**src/rtl/prog_loader_if.sv**
```systemverilog
// Byte-stream and instruction-memory write bundle for the boot loader.
// master: stream source / memory side; slave: the loader.
interface prog_loader_if;
  logic        rx_valid;
  logic [7:0]  rx_data;
  logic        rx_ready;
  logic        mem_we;
  logic [31:0] mem_addr;
  logic [31:0] mem_wdata;

  modport master (
    output rx_valid, rx_data,
    input  rx_ready, mem_we, mem_addr, mem_wdata
  );

  modport slave (
    input  rx_valid, rx_data,
    output rx_ready, mem_we, mem_addr, mem_wdata
  );
endinterface

```
**src/rtl/prog_loader.sv**
```systemverilog
// miniRV boot sequencer: streams a counted LE image into imem,
// then releases the CPU reset. start restarts the load at any time.
module prog_loader #(
  parameter int          MEM_WORDS = 1024,
  parameter logic [31:0] BASE_ADDR = 32'h0
) (
  input  logic         clk,
  input  logic         rst_n,
  input  logic         start,
  prog_loader_if.slave bus,
  output logic         cpu_rst_n,
  output logic         busy,
  output logic         done,
  output logic         err,
  output logic [31:0]  words_loaded
);

  localparam logic [31:0] MAXW = 32'(MEM_WORDS);

  typedef enum logic [2:0] {
    S_IDLE,
    S_HDR,
    S_DATA,
    S_RUN,
    S_ERR
  } state_t;

  state_t      state;
  state_t      nxt;
  logic [1:0]  bcnt;
  logic [23:0] asm_q;
  logic [31:0] count;
  logic [31:0] wcnt;
  logic        we_q;
  logic [31:0] addr_q;
  logic [31:0] wdata_q;
  logic        acc;
  logic        last;
  logic [31:0] word;

  // busy mirrors HDR/DATA, which is exactly when bytes are taken
  assign bus.rx_ready  = busy;
  assign bus.mem_we    = we_q;
  assign bus.mem_addr  = addr_q;
  assign bus.mem_wdata = wdata_q;

  // a byte arriving with start is dropped
  assign acc  = bus.rx_valid && busy && !start;
  assign last = (bcnt == 2'd3);
  assign word = {bus.rx_data, asm_q};

  // next-state decode
  always_comb begin
    nxt = state;
    unique case (1'b1)
      start: nxt = S_HDR;
      acc && last && state == S_HDR: begin
        if (word == 32'd0)
          nxt = S_RUN;
        else if (word > MAXW)
          nxt = S_ERR;
        else
          nxt = S_DATA;
      end
      acc && last && state == S_DATA: begin
        if (wcnt == count - 32'd1)
          nxt = S_RUN;
      end
      default: ;
    endcase
  end

  // state, counters, assembly/write registers and status outputs
  always_ff @(posedge clk or negedge rst_n) begin
    if (!rst_n) begin
      state        <= S_IDLE;
      bcnt         <= 2'd0;
      asm_q        <= 24'd0;
      count        <= 32'd0;
      wcnt         <= 32'd0;
      we_q         <= 1'b0;
      addr_q       <= 32'd0;
      wdata_q      <= 32'd0;
      cpu_rst_n    <= 1'b0;
      busy         <= 1'b0;
      done         <= 1'b0;
      err          <= 1'b0;
      words_loaded <= 32'd0;
    end else begin
      state     <= nxt;
      busy      <= (nxt == S_HDR) || (nxt == S_DATA);
      done      <= (nxt == S_RUN);
      err       <= (nxt == S_ERR);
      cpu_rst_n <= (state == S_RUN) && !start;
      we_q      <= 1'b0;
      if (start) begin
        bcnt         <= 2'd0;
        wcnt         <= 32'd0;
        words_loaded <= 32'd0;
        asm_q        <= 24'd0;
      end else if (acc) begin
        bcnt <= bcnt + 2'd1;
        case (bcnt)
          2'd0:    asm_q[7:0]   <= bus.rx_data;
          2'd1:    asm_q[15:8]  <= bus.rx_data;
          2'd2:    asm_q[23:16] <= bus.rx_data;
          default: ;
        endcase
        if (last && state == S_HDR)
          count <= word;
        if (last && state == S_DATA) begin
          we_q         <= 1'b1;
          addr_q       <= BASE_ADDR + {wcnt[29:0], 2'b00};
          wdata_q      <= word;
          wcnt         <= wcnt + 32'd1;
          words_loaded <= words_loaded + 32'd1;
        end
      end
    end
  end

endmodule

```
**src/flat_wrapper.sv**
```systemverilog
// flat-port wrapper written by rule: the top's interface ports become plain ports
module prog_loader_flat 
#(
  parameter int          MEM_WORDS = 1024,
  parameter logic [31:0] BASE_ADDR = 32'h0
)
  (clk, rst_n, start, cpu_rst_n, busy, done, err, words_loaded, bus_rx_valid, bus_rx_data, bus_rx_ready, bus_mem_we, bus_mem_addr, bus_mem_wdata);
  prog_loader_if bus_i ();
  input  logic clk;
  input  logic rst_n;
  input  logic start;
  output logic cpu_rst_n;
  output logic busy;
  output logic done;
  output logic err;
  output logic [31:0] words_loaded;
  input wire logic [$bits(bus_i.rx_valid)-1:0] bus_rx_valid;
  input wire logic [$bits(bus_i.rx_data)-1:0] bus_rx_data;
  output wire logic [$bits(bus_i.rx_ready)-1:0] bus_rx_ready;
  output wire logic [$bits(bus_i.mem_we)-1:0] bus_mem_we;
  output wire logic [$bits(bus_i.mem_addr)-1:0] bus_mem_addr;
  output wire logic [$bits(bus_i.mem_wdata)-1:0] bus_mem_wdata;
  assign bus_i.rx_valid = bus_rx_valid;
  assign bus_i.rx_data = bus_rx_data;
  assign bus_rx_ready = bus_i.rx_ready;
  assign bus_mem_we = bus_i.mem_we;
  assign bus_mem_addr = bus_i.mem_addr;
  assign bus_mem_wdata = bus_i.mem_wdata;
  prog_loader #(.MEM_WORDS(MEM_WORDS), .BASE_ADDR(BASE_ADDR)) u_core (.clk(clk), .rst_n(rst_n), .start(start), .bus(bus_i), .cpu_rst_n(cpu_rst_n), .busy(busy), .done(done), .err(err), .words_loaded(words_loaded));
endmodule
```
**config.mk**
```make
export PLATFORM = sky130hd
export DESIGN_NAME = prog_loader_flat
export DESIGN_NICKNAME = d
export VERILOG_FILES = /design/src/rtl/prog_loader_if.sv /design/src/rtl/prog_loader.sv /design/src/flat_wrapper.sv
export SDC_FILE = /design/constraint.sdc
export NUM_CORES = 1
export LEC_CHECK = 0
export CAP_MARGIN = 20
export CORE_UTILIZATION = 40
export CTS_BUF_LIST = sky130_fd_sc_hd__clkbuf_8
export DETAILED_ROUTE_END_ITERATION = 6
export HOLD_SLACK_MARGIN = 0.06
export PLACE_DENSITY = 0.71
export RECOVER_POWER = 25
export SLEW_MARGIN = 15
export SYNTH_ARGS = -nofsm -noshare
export SYNTH_HDL_FRONTEND = slang
export SYNTH_SLANG_ARGS = --single-unit
```
**constraint.sdc**
```tcl
create_clock -name clk -period 7.7 [get_ports clk]
set_input_delay 1.54 -clock clk [delete_from_list [all_inputs] [get_ports clk]]
set_output_delay 1.54 -clock clk [all_outputs]
set_load 0.05 [all_outputs]
```
-- Word-level counts from Yosys, hierarchy flattened
Index checks and enable logic that the tools add are counted.
- input bits: 12
- register bits after elaboration: 192
- output and inout port bits: 102
- add/subtract/negate cells: 4
- multiplexer cells: 20
- reduce and logical (&&, ||, !) cells: 23
- magnitude comparators: 1
- eq/ne operators: 11
- bitwise operators: 1
- operator list (operator ; number):
    32-bit two-way mux ; 6
    32-bit by 1-bit adder with 32-bit output (second input constant) ; 2
    24-bit two-way mux ; 2
    32-bit equality test ; 1
    32-bit by 11-bit > comparator with 1-bit output (second input constant) ; 1
    32-bit logical NOT ; 1
    32-bit by 1-bit subtractor with 32-bit output (second input constant) ; 1
    8-bit two-way mux ; 3
    3-bit by 2-bit equality test with 1-bit output (second input constant) ; 4
    2-bit nonzero test ; 5
    3-bit two-way mux ; 3
    3-bit one-hot mux with 3 select lines ; 1
    1-bit logical AND ; 8
    2-bit AND reduction ; 4
    3-bit by 1-bit equality test with 1-bit output (second input constant) ; 2
    3-bit AND reduction ; 2
    2-bit equality test (second input constant) ; 2
    2-bit two-way mux ; 2
    3-bit equality test (second input constant) ; 1
    1-bit two-way mux ; 3
    2-bit by 1-bit adder with 2-bit output (second input constant) ; 1
    2-bit by 1-bit equality test with 1-bit output (second input constant) ; 1
    2-bit logical NOT ; 1
    1-bit logical NOT ; 1
    other kinds (2) ; 2

-- Depth between registers and ports, before layout
- word-level depth: 7
- mapped depth: 11
- mapped depth without buffers: 10

-- Worst setup path after synthesis
OpenSTA, ideal clock, no wires.
- path type: in2reg
- start: input port start
- end: register u_core.busy, in the netlist u_core.bus.rx_ready
- data required time: 7576 ps
- path slack: 3770 ps
- arrival: 3806 ps
- library setup time: 124 ps
- cell stages on the path: 8
- buffers on the path: 0
- cells stage by stage: nand2b_1 nor4_1 nand3_1 nor4_1 nand4_1 or4_1 a31oi_1 o21ai_1
- longest elaborated chain between the ends: 7
- elaborated cells on any way between the ends: 9
- those cells by class: eq/ne: 2; mux: 1; reduce/logical: 6
- ends and longest elaborated chain (element ; RTL line ; source):
    start, declared ; flat_wrapper.sv:11 ; input logic start;
    1-bit logical NOT ; prog_loader.sv:48 ; assign acc = bus.rx_valid && busy && !start;
    1-bit logical AND ; prog_loader.sv:48 ;
    1-bit logical AND ; prog_loader.sv:57, prog_loader.sv:65 ;
    1-bit logical AND (on tied branches) ; prog_loader.sv:65, prog_loader.sv:57 ;
    3-bit one-hot mux with 3 select lines (*) ; prog_loader.sv:55 ; unique case (1'b1)
    3-bit by 1-bit equality test with 1-bit output / 3-bit by 2-bit equality test with 1-bit output (equally long branches) ; prog_loader.sv:91 ; busy <= (nxt == S_HDR) || (nxt == S_DATA);
    1-bit logical OR (*) ; prog_loader.sv:91 ;
    end signal, assigned ; prog_loader.sv:91 ;
    end, declared ; prog_loader.sv:12 ; output logic busy,
Every way passes the cells marked *; elsewhere a longest branch is shown, timed or not.
A chain may end at the register's enable or synchronous reset.

-- Final worst setup path
- start: input port bus_rx_valid
- end: register u_core.words_loaded[27]
- longest elaborated chain between the ends: 4
- ends and longest elaborated chain (element ; RTL line ; source):
    start, declared ; flat_wrapper.sv:17 ; input wire logic [$bits(bus_i.rx_valid)-1:0] bus_rx_valid;
    1-bit logical AND (2 in series) ; prog_loader.sv:48 ;
    2-bit nonzero test (no line) ; -- ;
    2-bit AND reduction (no line) ; -- ;
    end signal, assigned ; prog_loader.sv:116 ; words_loaded <= words_loaded + 32'd1;
    end, declared ; prog_loader.sv:15 ; output logic [31:0] words_loaded
No other way between the ends.

==> summary.md <==
| Metric | Value |
|---|---|
| CP arrival | `4.37 ns` |
| Vias in the first global route | `6447` |
| Post-cts sizing count | `0` |
| Post-synth ARST share | `1.00` |
| Vias/cell | `5.48` |
| Worst-skew pair later-pin latency | `0.47 ns` |
| Hold path startpoint | `u_core.bus.mem_wdata[13]` |
| Reg area | `0.00480 mm2` |
| Data required time of the critical path | `8.01 ns` |
| Die area | `0.0237 mm2` |
| Crit path max fanout | `15` |
| Setup crit start kind | `input pin` |
| Reg2reg start | `u_core.count[3]` |
| Synth Flop Type | `dfrtp_1` |
| Share of cells above drive strength 1 | `0.149` |
| FF-to-FF End | `u_core.bus.rx_ready` |
| Worst slew pin tran | `1.01 ns` |
| DR WL/cell | `17.8 um` |
| Placed Cells | `1199` |
| First-pass GRT wire length | `35400 um` |
| Max Buffers Root-to-Sink | `2` |
| RSZ-0062 raised after global routing | `no` |
| I/O Buffers | `111` |
| Final Hold Vio Count | `0` |
| Post-route ant nets | `0` |
| Synth warn | `0` |
| Critical-path cell list | `clkdlybuf4s50_1 -> nand3_1 -> nor4b_1 -> clkbuf_1 -> nor2_1 -> nor3_1 -> and3_1 -> and3b_1 -> xnor2_1 -> nor2_1` |
| Worst-path clk slew | `0.10 ns` |
| Yosys reg bits | `192` |
| Max cap viols | `0` |
| CTS H-tree depth | `4` |
| Syn Std Cell Area | `0.00923 mm2` |
| Num CTS Buffers | `17` |
| Initial Util | `0.408` |
| Top delay family on crit path | `simple AND/OR/NAND/NOR gates` |
| Buf+Inv Stages, Crit Path | `2` |
| Die X | `154 um` |
| DRC | `0` |
| Die H | `154 um` |
| Launch point of the worst path | `bus_rx_valid` |
| Outcome | `complete, no violations` |
| Setup slack, reg-to-reg | `3.95 ns` |
| CTS tree | `yes` |
| Cells after Synth | `841` |
| Row count | `55` |
| Power per cell area | `189 mW/mm2` |
| Total negative slack | `0 ns` |
| Clock period minus worst slack | `4.05 ns` |
| Min-delay worst type | `reg -> reg` |
| Boundary Pins | `114` |
| Number of flops mapped to enable cells by yosys | `0` |
| Initial DRC count | `444` |
| Leakage power | `4.92 nW` |
| Root buf cell | `clkbuf_8` |
| Initial antenna violation count | `0` |
| WL final | `21900 um` |
| Reg2Reg Depth | `8` |
| Final setup fails | `0` |
| Type of the worst setup path | `in -> reg` |
| Sinks on Clock Net | `192` |
| Register area share after synthesis | `0.521` |
| Cell mode on critical path | `nor2_1` |
| Multi-input gate area | `0.00420 mm2` |
| Synth area leader | `dfrtp_1` |
| Most frequent cells after synthesis | `dfrtp_1, mux2_2, nor2_1, nand3_1, xor2_1` |
| Hold Crit Depth | `1` |
| Fin crit share | `0.526` |
| Rel. slew slack | `0.325` |
| Most common cell in the synthesized netlist | `dfrtp_1` |
| CTS hold repair buffers | `0` |
| Dominant cells by area after synthesis | `dfrtp_1, mux2_2, xor2_1` |
| Largest net degree at the start of global routing | `110` |
| Diode count | `0` |
| Core ar. | `0.0226 mm2` |
| P&R area growth vs syn | `18.8%` |
| Hold WS | `0.512 ns` |
| Max Slew Vio Count | `0` |
| Post-Syn Area per Cell | `11.0 um2` |
| Worst Hold Path EP | `u_core.bus.mem_wdata[13]` |
| CP peak stage delay | `0.64 ns` |
| Total global routing overflow | `0` |
| Synth unique cells | `62` |
| Fill cells | `2042` |
| Router iterations before antenna repair | `7` |
| Total Power | `2.07 mW` |
| Detail Placement HPWL | `15200 um` |
| Via count | `6738` |
| GPL Wtd Cong | `0.872` |
| Post-Layout Cell Count | `1230` |
| Slowest-stage cell, CP | `clkbuf_1` |
| Total GRT Usage | `0.191` |
| Fin Clk Skew | `0.0212 ns` |
| Post-CTS setup buffers | `0` |
| Nets | `952` |
| Max Freq | `0.247 GHz` |
| Critical path capture point type | `flip-flop` |
| Synth top area share | `0.521` |
| Maximum VDD drop | `0.123 mV` |
cell type report:
cell class,count,share of cell area
sequential,192,0.438
multi-input combinational,595,0.383
timing repair buffer,116,0.105
tap,285,0.0325
clock buffer,17,0.0213
clock inverter,14,0.0165
inverter,11,0.00376
worst register-to-register path, stage by stage (launching register included):
cell and delay, ns:
dfrtp_1 0.49, nor4_2 0.73, nand4_1 0.44, nand3b_1 0.29, a311o_1 0.33, or4_1 0.48
or4_1 0.57, a31oi_1 0.24, o21ai_1 0.07
worst max path at each step:
stage,endpoint,slack [ns],cells after the start
floorplan,u_core.bus.rx_ready,3.77,8
global placement,u_core.bus.rx_ready,3.48,10
detailed placement,u_core.bus.rx_ready,3.34,9
CTS,u_core.bus.rx_ready,3.84,9
global route,u_core.words_loaded[27],3.38,10
finish,u_core.words_loaded[27],3.65,10
per-layer routing:
layer | vias up | track usage | share of wire
met3 | 33 | 0.0428 | 0.053
met2 | 218 | 0.289 | 0.46
li1 | 3162 | - | -
met4 | 0 | 0.0686 | 0.022
met5 | - | 0 | 0
met1 | 3325 | 0.268 | 0.47
flip-flops by register name, summed over array words and instances (netlist names), 2 cells and up:
name / cells
u_core.bus.mem_addr: 30
u_core.count: 32
u_core.bus.mem_wdata: 32
u_core.bcnt: 2
u_core.asm_q: 24
u_core.state: 3
u_core.words_loaded: 32
u_core.wcnt: 32
cells by family after synthesis:
family | count (synthesis) | synth area share
other | 1 | 0.000406
and+or+nand+nor | 322 | 0.185
adders and majority gates | 7 | 0.00949
DFF | 192 | 0.521
buffers and inverters | 55 | 0.0252
AOI/OAI and AO/OA | 67 | 0.0461
xor gates and xnor gates | 99 | 0.0939
muxes | 98 | 0.119
report_power, final:
part	total (mW)	leakage (nW)	switching [mW]	internal, mW
logic	0.305	2.05	0.176	0.129
registers	1.06	2.66	0.0323	1.03
clock network	0.707	0.215	0.380	0.327
total	2.07	4.92	0.588	1.48
cells in the final DEF (no fill, tap or decap), types with 31 or more instances in the layout:
cell / n
nor2_1: 80
a21oi_1: 31
nand3_1: 58
xnor2_1: 42
clkdlybuf4s50_1: 109
dfrtp_1: 192
nand2_1: 53
xor2_1: 57
mux2_2: 94
metrics by stage:
| stage | instance area (um2) | util | setup WS (ns) |
|---|---|---|---|
| detailed placement | 10600 | 0.466 | 3.34 |
| finish | 11000 | 0.484 | 3.65 |
| CTS | 11000 | 0.485 | 3.84 |
| global placement | 10600 | 0.466 | 3.48 |
| floorplan | 9230 | - | 3.77 |
| global route | 11000 | 0.484 | 3.38 |
Power figures use the tool's default switching activity.
